===== config.mk =====
export PLATFORM = sky130hd
export DESIGN_NAME = eth_egress_reader_flat
export DESIGN_NICKNAME = d
export VERILOG_FILES = /design/src/rtl/eth_egress_reader_if.sv /design/src/rtl/eth_egress_reader.sv /design/src/flat_wrapper.sv
export SDC_FILE = /design/constraint.sdc
export NUM_CORES = 1
export LEC_CHECK = 0
export ABC_AREA = 1
export BUFFER_PORTS_ARGS = -buffer_cell sky130_fd_sc_hd__buf_2
export CELL_PAD_IN_SITES_DETAIL_PLACEMENT = 1
export CELL_PAD_IN_SITES_GLOBAL_PLACEMENT = 1
export CORE_UTILIZATION = 49
export CTS_CLUSTER_DIAMETER = 100
export DETAILED_ROUTE_END_ITERATION = 10
export PLACE_DENSITY_LB_ADDON = 0.1
export SLEW_MARGIN = 20
export SYNTH_ARGS = -nofsm -noshare
export SYNTH_HDL_FRONTEND = slang
export SYNTH_SLANG_ARGS = --single-unit

===== constraint.sdc =====
create_clock -name clk -period 3.9 [get_ports clk]
set_input_delay 0.585 -clock clk [delete_from_list [all_inputs] [get_ports clk]]
set_output_delay 0.585 -clock clk [all_outputs]
set_load 0.02 [all_outputs]

===== src/rtl/eth_egress_reader_if.sv =====
// Output stream of the egress reader. The master drives the word and its flags,
// and the slave returns the accept.
interface eth_egress_reader_if #(
  parameter int unsigned DATA_WIDTH = 32
);
  logic [DATA_WIDTH-1:0] m_data;
  logic                  m_sop;
  logic                  m_eop;
  logic                  m_err;
  logic                  m_valid;
  logic                  m_ready;

  modport master (
    output m_data, m_sop, m_eop, m_err, m_valid,
    input  m_ready
  );

  modport slave (
    input  m_data, m_sop, m_eop, m_err, m_valid,
    output m_ready
  );
endinterface


===== src/rtl/eth_egress_reader.sv =====
// Egress drain stage for one switch output port. It pops the switch FIFO under
// buffer credit, checks the packet framing, and streams the words out.
module eth_egress_reader #(
  parameter int unsigned DATA_WIDTH = 32,
  parameter int unsigned BUF_DEPTH  = 4,
  parameter int unsigned MAX_LEN    = 64
) (
  input  logic                  clk,
  input  logic                  rst,
  input  logic [DATA_WIDTH-1:0] outdata,
  input  logic                  outsop,
  input  logic                  outeop,
  input  logic                  stall_empty,
  output logic                  rd_en,
  eth_egress_reader_if.master   strm,
  output logic [15:0]           pkt_cnt,
  output logic [15:0]           err_cnt
);
  localparam int unsigned AW = $clog2(BUF_DEPTH);
  localparam int unsigned LW = $clog2(MAX_LEN + 1);
  localparam logic [AW+1:0] DEPTH_W = (AW+2)'(BUF_DEPTH);

  typedef enum logic [1:0] {IDLE, IN_PKT, DROP} state_t;

  state_t          state, state_nxt;
  logic [LW-1:0]   len, len_nxt;
  logic            inflight;
  logic            run;
  logic [AW:0]     wr_ptr, rd_ptr, count;
  logic [AW+1:0]   used;
  logic            buf_valid, pop;

  logic            wr, wr_sop, wr_eop, wr_err;
  logic            pkt_inc, err_inc;

  logic [DATA_WIDTH-1:0] mem_data  [BUF_DEPTH];
  logic [2:0]            mem_flags [BUF_DEPTH];
  logic [2:0]            head_flags;

  // Credit covers both buffered words and the word still on its way back.
  assign count     = wr_ptr - rd_ptr;
  assign used      = {1'b0, count} + (AW+2)'(inflight);
  assign buf_valid = (count != '0);
  assign pop       = buf_valid && strm.m_ready;

  // run keeps rd_en low while reset is asserted without a combinational reset path.
  assign rd_en = run && !stall_empty && (used < DEPTH_W);

  always_comb begin
    state_nxt = state;
    len_nxt   = len;
    wr        = 1'b0;
    wr_sop    = 1'b0;
    wr_eop    = 1'b0;
    wr_err    = 1'b0;
    pkt_inc   = 1'b0;
    err_inc   = 1'b0;
    if (inflight) begin
      // A SOP word opens a new packet from any state; mid-packet it is flagged.
      if (outsop) begin
        wr      = 1'b1;
        wr_sop  = 1'b1;
        wr_eop  = outeop;
        wr_err  = (state == IN_PKT);
        err_inc = (state == IN_PKT);
        len_nxt = LW'(1);
        if (outeop) begin
          pkt_inc   = 1'b1;
          state_nxt = IDLE;
        end else begin
          state_nxt = IN_PKT;
        end
      end else begin
        case (state)
          IDLE: err_inc = 1'b1;
          IN_PKT: begin
            wr = 1'b1;
            if (outeop) begin
              wr_eop    = 1'b1;
              pkt_inc   = 1'b1;
              state_nxt = IDLE;
            end else if (len == LW'(MAX_LEN - 1)) begin
              wr_eop    = 1'b1;
              wr_err    = 1'b1;
              err_inc   = 1'b1;
              state_nxt = DROP;
            end else begin
              len_nxt = len + LW'(1);
            end
          end
          DROP: begin
            if (outeop) state_nxt = IDLE;
          end
          default: state_nxt = IDLE;
        endcase
      end
    end
  end

  always_ff @(posedge clk or negedge rst) begin
    if (!rst) begin
      state    <= IDLE;
      len      <= '0;
      inflight <= 1'b0;
      run      <= 1'b0;
      wr_ptr   <= '0;
      rd_ptr   <= '0;
      pkt_cnt  <= '0;
      err_cnt  <= '0;
    end else begin
      state    <= state_nxt;
      len      <= len_nxt;
      inflight <= rd_en;
      run      <= 1'b1;
      if (wr)  wr_ptr <= wr_ptr + (AW+1)'(1);
      if (pop) rd_ptr <= rd_ptr + (AW+1)'(1);
      if (pkt_inc) pkt_cnt <= pkt_cnt + 16'd1;
      if (err_inc && (err_cnt != '1)) err_cnt <= err_cnt + 16'd1;
    end
  end

  always_ff @(posedge clk) begin
    if (wr) begin
      mem_data[wr_ptr[AW-1:0]]  <= outdata;
      mem_flags[wr_ptr[AW-1:0]] <= {wr_sop, wr_eop, wr_err};
    end
  end

  assign head_flags   = mem_flags[rd_ptr[AW-1:0]];
  assign strm.m_valid = buf_valid;
  assign strm.m_data  = buf_valid ? mem_data[rd_ptr[AW-1:0]] : '0;
  assign strm.m_sop   = buf_valid & head_flags[2];
  assign strm.m_eop   = buf_valid & head_flags[1];
  assign strm.m_err   = buf_valid & head_flags[0];
endmodule


===== src/flat_wrapper.sv =====
// flat-port wrapper written by rule: the top's interface ports become plain ports
module eth_egress_reader_flat 
#(
  parameter int unsigned DATA_WIDTH = 32,
  parameter int unsigned BUF_DEPTH  = 4,
  parameter int unsigned MAX_LEN    = 64
)
  (clk, rst, outdata, outsop, outeop, stall_empty, rd_en, pkt_cnt, err_cnt, strm_m_data, strm_m_sop, strm_m_eop, strm_m_err, strm_m_valid, strm_m_ready);
  eth_egress_reader_if #(.DATA_WIDTH(DATA_WIDTH)) strm_i ();
  input  logic clk;
  input  logic rst;
  input  logic [DATA_WIDTH-1:0] outdata;
  input  logic outsop;
  input  logic outeop;
  input  logic stall_empty;
  output logic rd_en;
  output logic [15:0] pkt_cnt;
  output logic [15:0] err_cnt;
  output wire logic [$bits(strm_i.m_data)-1:0] strm_m_data;
  output wire logic [$bits(strm_i.m_sop)-1:0] strm_m_sop;
  output wire logic [$bits(strm_i.m_eop)-1:0] strm_m_eop;
  output wire logic [$bits(strm_i.m_err)-1:0] strm_m_err;
  output wire logic [$bits(strm_i.m_valid)-1:0] strm_m_valid;
  input wire logic [$bits(strm_i.m_ready)-1:0] strm_m_ready;
  assign strm_m_data = strm_i.m_data;
  assign strm_m_sop = strm_i.m_sop;
  assign strm_m_eop = strm_i.m_eop;
  assign strm_m_err = strm_i.m_err;
  assign strm_m_valid = strm_i.m_valid;
  assign strm_i.m_ready = strm_m_ready;
  eth_egress_reader #(.DATA_WIDTH(DATA_WIDTH), .BUF_DEPTH(BUF_DEPTH), .MAX_LEN(MAX_LEN)) u_core (.clk(clk), .rst(rst), .outdata(outdata), .outsop(outsop), .outeop(outeop), .stall_empty(stall_empty), .rd_en(rd_en), .strm(strm_i), .pkt_cnt(pkt_cnt), .err_cnt(err_cnt));
endmodule

* Yosys cells after proc, flatten, opt, wreduce, memory -nomap -nowiden
Memory sizes are Yosys's and may differ from the RTL's.
Cells that the tools add are included.
** Word-level totals
- Bits in registers :: 49
- Bits in latches :: 0
- Bits in writable memories :: 140
- Memory bits (read-only) :: 0
- Input bits :: 38
- Output and inout port bits :: 69
- Logic and storage cells :: 74
- Memories :: 2
** Operators by class
- $add $sub $neg :: 7
- Multiply operators :: 0
- Div/mod/pow operators :: 0
- Magnitude comparators :: 1
- Eq/ne operators :: 9
- Shift-type cells :: 0
- Multiplexer cells :: 34
- Bitwise logic cells :: 3
- Reductions and logical operators :: 10
** Memory list
- u_core.mem_data :: words 4, bits a word 32, read ports 1, clocked after Yosys merged registers in 0, write ports 1, RTL line eth_egress_reader.sv:36 : logic [DATA_WIDTH-1:0] mem_data [BUF_DEPTH];
- u_core.mem_flags :: words 4, bits a word 3, read ports 1, clocked after Yosys merged registers in 0, write ports 1, RTL line eth_egress_reader.sv:37 : logic [2:0] mem_flags [BUF_DEPTH];
** Operators with widths (count)
- 16-bit by 1-bit adder with 16-bit output, second input constant :: 2
- 32-bit 2-to-1 mux :: 1
- 7-bit 2-to-1 mux :: 4
- 1-bit 2-to-1 mux :: 23
- 16-bit != test, second input constant :: 1
- 2-bit 2-to-1 mux :: 4
- 4-bit AND reduction :: 2
- 7-bit by 1-bit adder with 7-bit output, second input constant :: 1
- 7-bit by 6-bit == test with 1-bit output, second input constant :: 1
- 3-bit by 1-bit adder with 3-bit output, second input constant :: 2
- 2-bit != test, second input constant :: 3
- 2-bit case mux with 3 select lines :: 1
- 3-bit by 1-bit adder with 4-bit output :: 1
- 1-bit logical AND :: 4
- 4-bit by 3-bit less-than comparator with 1-bit output, second input constant :: 1
- 4-bit != test, second input constant :: 1
- 1-bit AND :: 3
- 3-bit != test, second input constant :: 1
- 3-bit nonzero test :: 1
- 3-bit subtractor :: 1
- 2-bit by 1-bit == test with 1-bit output, second input constant :: 1
- 2-bit == test, second input constant :: 1
- 2-bit zero test :: 1
- 1-bit case mux with 2 select lines :: 1
- other kinds (2) :: 2

* Logic depth before layout (Yosys ltp)
- Depth after elaboration :: 7
- Depth in mapped cells :: 10
- Depth with buffers taken out :: 10

* Worst setup path before layout
OpenSTA, ideal clock, no wires.
- Kind :: input to register
- From :: input outsop
- To :: memory u_core.mem_data[0][0], enable pin
- Setup time :: 0.427 ns
- Arrival :: 2.204 ns
- Required time :: 3.473 ns
- Setup slack :: 1.269 ns
- Cell stages on the path :: 2
- Buffers on the path :: 0
- Cell sequence :: o21ai_0 -> nor2_1
** On the way
- Longest elaborated chain between the ends :: 4
** Ends and longest elaborated chain
- start, declared :: RTL line flat_wrapper.sv:13 : input logic outsop;
- 1-bit 2-to-1 mux :: RTL line eth_egress_reader.sv:60 : if (outsop) begin
- 1-bit 2-to-1 mux :: RTL line eth_egress_reader.sv:58 : if (inflight) begin
- 1-bit 2-to-1 mux :: RTL line eth_egress_reader.sv:123 : if (wr) begin
- 1-bit 2-to-1 mux (implied by the code) :: RTL line eth_egress_reader.sv:124 : mem_data[wr_ptr[AW-1:0]] <= outdata;
- end, declared :: RTL line eth_egress_reader.sv:36
Every way passes these cells.

* Worst setup path in the final report
- From :: register u_core.rd_ptr[0]
- To :: output strm_m_data[30]
** On the way
- Longest elaborated chain between the ends :: 3
- Elaborated cells on any way between the ends :: 4
- Those cells by class :: add/sub: 1; mux: 1; reduce/logical: 1; memory: 1
** Ends and longest elaborated chain
- start, declared :: RTL line eth_egress_reader.sv:29 : logic [AW:0] wr_ptr, rd_ptr, count;
- start signal, assigned :: RTL line eth_egress_reader.sv:116 : if (pop) rd_ptr <= rd_ptr + (AW+1)'(1);
- 3-bit subtractor :: RTL line eth_egress_reader.sv:41 : assign count = wr_ptr - rd_ptr;
- 3-bit nonzero test :: RTL line eth_egress_reader.sv:43 : assign buf_valid = (count != '0);
- 32-bit 2-to-1 mux (*) :: RTL line eth_egress_reader.sv:131 : assign strm.m_data = buf_valid ? mem_data[rd_ptr[AW-1:0]] : '0;
- end, declared :: RTL line flat_wrapper.sv:19 : output wire logic [$bits(strm_i.m_data)-1:0] strm_m_data;
Every way passes the cells marked *; elsewhere a longest branch is shown, timed or not.

==> impl_results.md <==
* Post-synthesis cell type count at 34
* Clock buffer depth at 2
* Main synth FF type: edfxtp_1
* Area grow syn2layout at 15.8%
* Power share of the combinational group at 0.420
* Switching power at between 3000 and 4000 µW
* Max Slew Vio Count at 0
* Critical Path Max Stage Delay at 0.63 ns
* Seq pwr share at 0.354
* Clock root buffer master: clkbuf_16
* R2r endpoint: u_core.mem_data[3][6]
* Grt ovf at 0
* CTS sink count at 189
* Capture point of the worst path: strm_m_data[30]
* Syn Std Cell Area at 0.00845 mm²
* Clock Power Share at 0.226
* Critical Path RT at 3.31 ns
* Port Buffer Count at between 100 and 150
* CP max-delay cell: inv_2
* Synth area leaders: edfxtp_1 50%, dfrtp_1 15%, nand2_1 8.5%
* Largest net degree at the start of global routing at 74
* Worst path cell trace: buf_4, inv_2, buf_4, nor2_1, o32ai_1, nand2_1, inv_1, buf_2
* Die W at 133 µm
* Critical Path Source Type: flop
* Top cell type by total area after synthesis: edfxtp_1
* Hold Path Class: primary input to asynchronous set/reset pin
* Setup bufs post-CTS at 0
* Internal cell power at 4220 µW
* Crit share post-route at 0.933
* Post-route cell area at 0.00978 mm²
* Met2 WL at roughly 11 mm
* Headroom to the max-slew limit at 0.305
* Worst Skew at 0.0112 ns
* Maximum vdd ir drop at between 0.3 and 0.4 mV
* Total of max-cap violations at 0
* GPL Wtd Cong at 0.800
* Setup Crit Path Kind: flop to output port
* Nets@finish at 965
* Post-DP Area at 0.00921 mm²
* H-tree Lvls at 4
* Worst slew pin tran at 1.04 ns
* Die area at 0.0178 mm²
* Tmin final at approximately 3.6 ns
* Initial core utilization at 0.506
* Final core utilization at 0.586
* CP max FO at 73
* Clock latency on the worst-skew pair at between 0.4 and 0.5 ns
* First-pass GRT wire length at 32.1 mm
* Post-synthesis sequential area ratio at 0.643
* Post-synth top area share at 0.498
* Nature of the critical path endpoint: output port
* Max Used Layer: met4
* Most used cell, CP: buf_4
* Via density at 5.29
* LEAKAGE at a little over 0.004 µW
* CTS tree: built
* Die Y at 133 µm
* Hold_ws at 0.146 ns
* # IOs at 107
* ANT cells at 0
* Final setup viols at 0
* Outcome: complete, no violations
* RSZ-0062 raised after global routing: no
* Sw frac at 0.423
* Post-synth EDFFs at 140
* Initial antenna violation count at 0
* Setup tns final at 0 ns
* # DRC at 0
* Met3 WL post-DR at 686 µm
* Syn Nets at 861
* Core area at between 0.015 and 0.02 mm²
* Clock slew at reported path FFs at roughly 0.07 ns
* TritonCTS buffer count at 17
* Final wirelength at 20.0 mm
* Initial drt markers at 292
* Reg2reg setup slack at 1.36 ns
* Wire per inst at 17.4 µm
* Synth cell count leaders: 191 x nand2_1, 142 x nor2_1, 140 x edfxtp_1, 73 x inv_1, 49 x dfrtp_1
* Syn Inst Count at 813
* R2R cell count at 7
* Routed Antenna Nets at 0
* Drt first pass iters at 4
* Share of layout cells above drive strength 1 at 0.189
* Wire length on met1 at 8.24 mm
* Top-count cell post-synth: nand2_1
* CP Data Arrival Time at 3.05 ns
* Ys Warns at 0
* Max Fclk at roughly 270 MHz
* Site Rows at 47
* Launching point of the worst reg2reg path: u_core.state[0]
* Mean Syn Cell Area at approximately 10 µm²
* Pwr dens at between 700 and 800 mW/mm²
* Vias at 6085
* Final hold violations at 0
* Tot GR Track Use at 0.235
* Vias in the first global route at 6409
* #FFs+latches synth at 189
* Critical path origin: u_core.rd_ptr[0]
* Dpl hpwl at around 13 mm
* Fraction of registers with async set/reset at 0.259
-- final cells by class --
cell class | count | area [µm²]
Clock inverter | 15 | 139
Inverter | 78 | 293
Timing Repair Buffer | 116 | 606
Clock buffer | 17 | 425
Fill cell | 1898 | 6920
Tap cell | 220 | 275
Sequential cell | 189 | 5430
Multi-Input combinational cell | 515 | 2610
-- cell families after synthesis --
family	after synthesis	synth area share
buf+inv	109	0.0517
fa+ha+maj	10	0.0157
compound gates	93	0.0717
flops	189	0.643
other cells	1	0.000444
simple gates	381	0.186
xor+xnor	30	0.0311
-- power groups by stage --
stage                     logic, µW  clock network [µW]  registers [µW]
after global placement         2900                   0            2610
final                          3080                1650            2590
after floorplan                2020                   0            2650
after detailed placement       3080                   0            2630
after global routing           3380                1750            2620
after CTS                      3110                1680            2590
-- critical path: cells and delay by family (launching register included) --
kind                   cells  cell delay, ns
AOI/OAI and AO/OA          1            0.40
buffers and inverters      5            1.59
DFF                        1            0.42
and+or+nand+nor            2            0.20
-- cells in the final DEF (no fill, tap or decap), types with 2 or more instances in the layout --
cell and count:
nand4_1 6, inv_1 72, dfrtp_2 2, o32ai_1 35, nand2_1 191, o21ai_1 6, clkinv_1 2, buf_2 106
edfxtp_1 140, a21oi_1 2, o21ai_0 48, inv_6 4, nand3_2 4, ha_1 9, nor2_4 6, nor3_1 5
or2_2 3, inv_2 5, xnor2_1 15, clkinv_2 4, nor2_1 139, dfrtp_1 47, nand2_2 4, clkbuf_16 17
nand3_1 18, xor2_1 15, clkinv_4 3, buf_4 10
-- metal layers --
metal,global-route usage,vias up
met5,0,-
met4,0.0814,0
met3,0.0354,20
met2,0.435,119
met1,0.277,3025
li1,-,2921
-- state kept, by name (all words and copies together), names as in the netlist --
name / cells
u_core.mem_data: 128
u_core.err_cnt: 16
u_core.len: 7
u_core.wr_ptr: 3
u_core.inflight: 1
u_core.run: 1
u_core.mem_flags: 12
u_core.rd_ptr: 3
u_core.pkt_cnt: 16
u_core.state: 2
-- worst min path at each step --
| stage | from | end | slack, ns | cells after the start |
|---|---|---|---|---|
| 2_1_floorplan | rst | u_core.err_cnt[0] | 0.29 | 0 |
| 3_3_place_gp | u_core.len[6] | u_core.len[6] | 0.50 | 2 |
| 3_5_place_dp | u_core.pkt_cnt[2] | u_core.pkt_cnt[2] | 0.51 | 1 |
| 4_1_cts | rst | u_core.err_cnt[5] | 0.15 | 1 |
| 5_1_grt | rst | u_core.err_cnt[5] | 0.17 | 1 |
| 6_report | rst | u_core.err_cnt[5] | 0.15 | 1 |
-- repair_timing --
item                                   CTS  global route
endpoints found under the hold margin    0             0
gates resized for setup                  0             1
setup endpoints to repair                0             3
hold buffers                             0             0
-- per-stage QoR --
stage / power, µW / setup WS [ns] / cells
floorplan: 4670 / 1.27 / 813
global placement: 5510 / 0.819 / 1118
detailed placement: 5710 / 0.621 / 1118
CTS: 7390 / 0.134 / 1150
global route: 7750 / 0.0854 / 1150
finish: 7320 / 0.263 / 1150
Power figures use the tool's default switching activity.
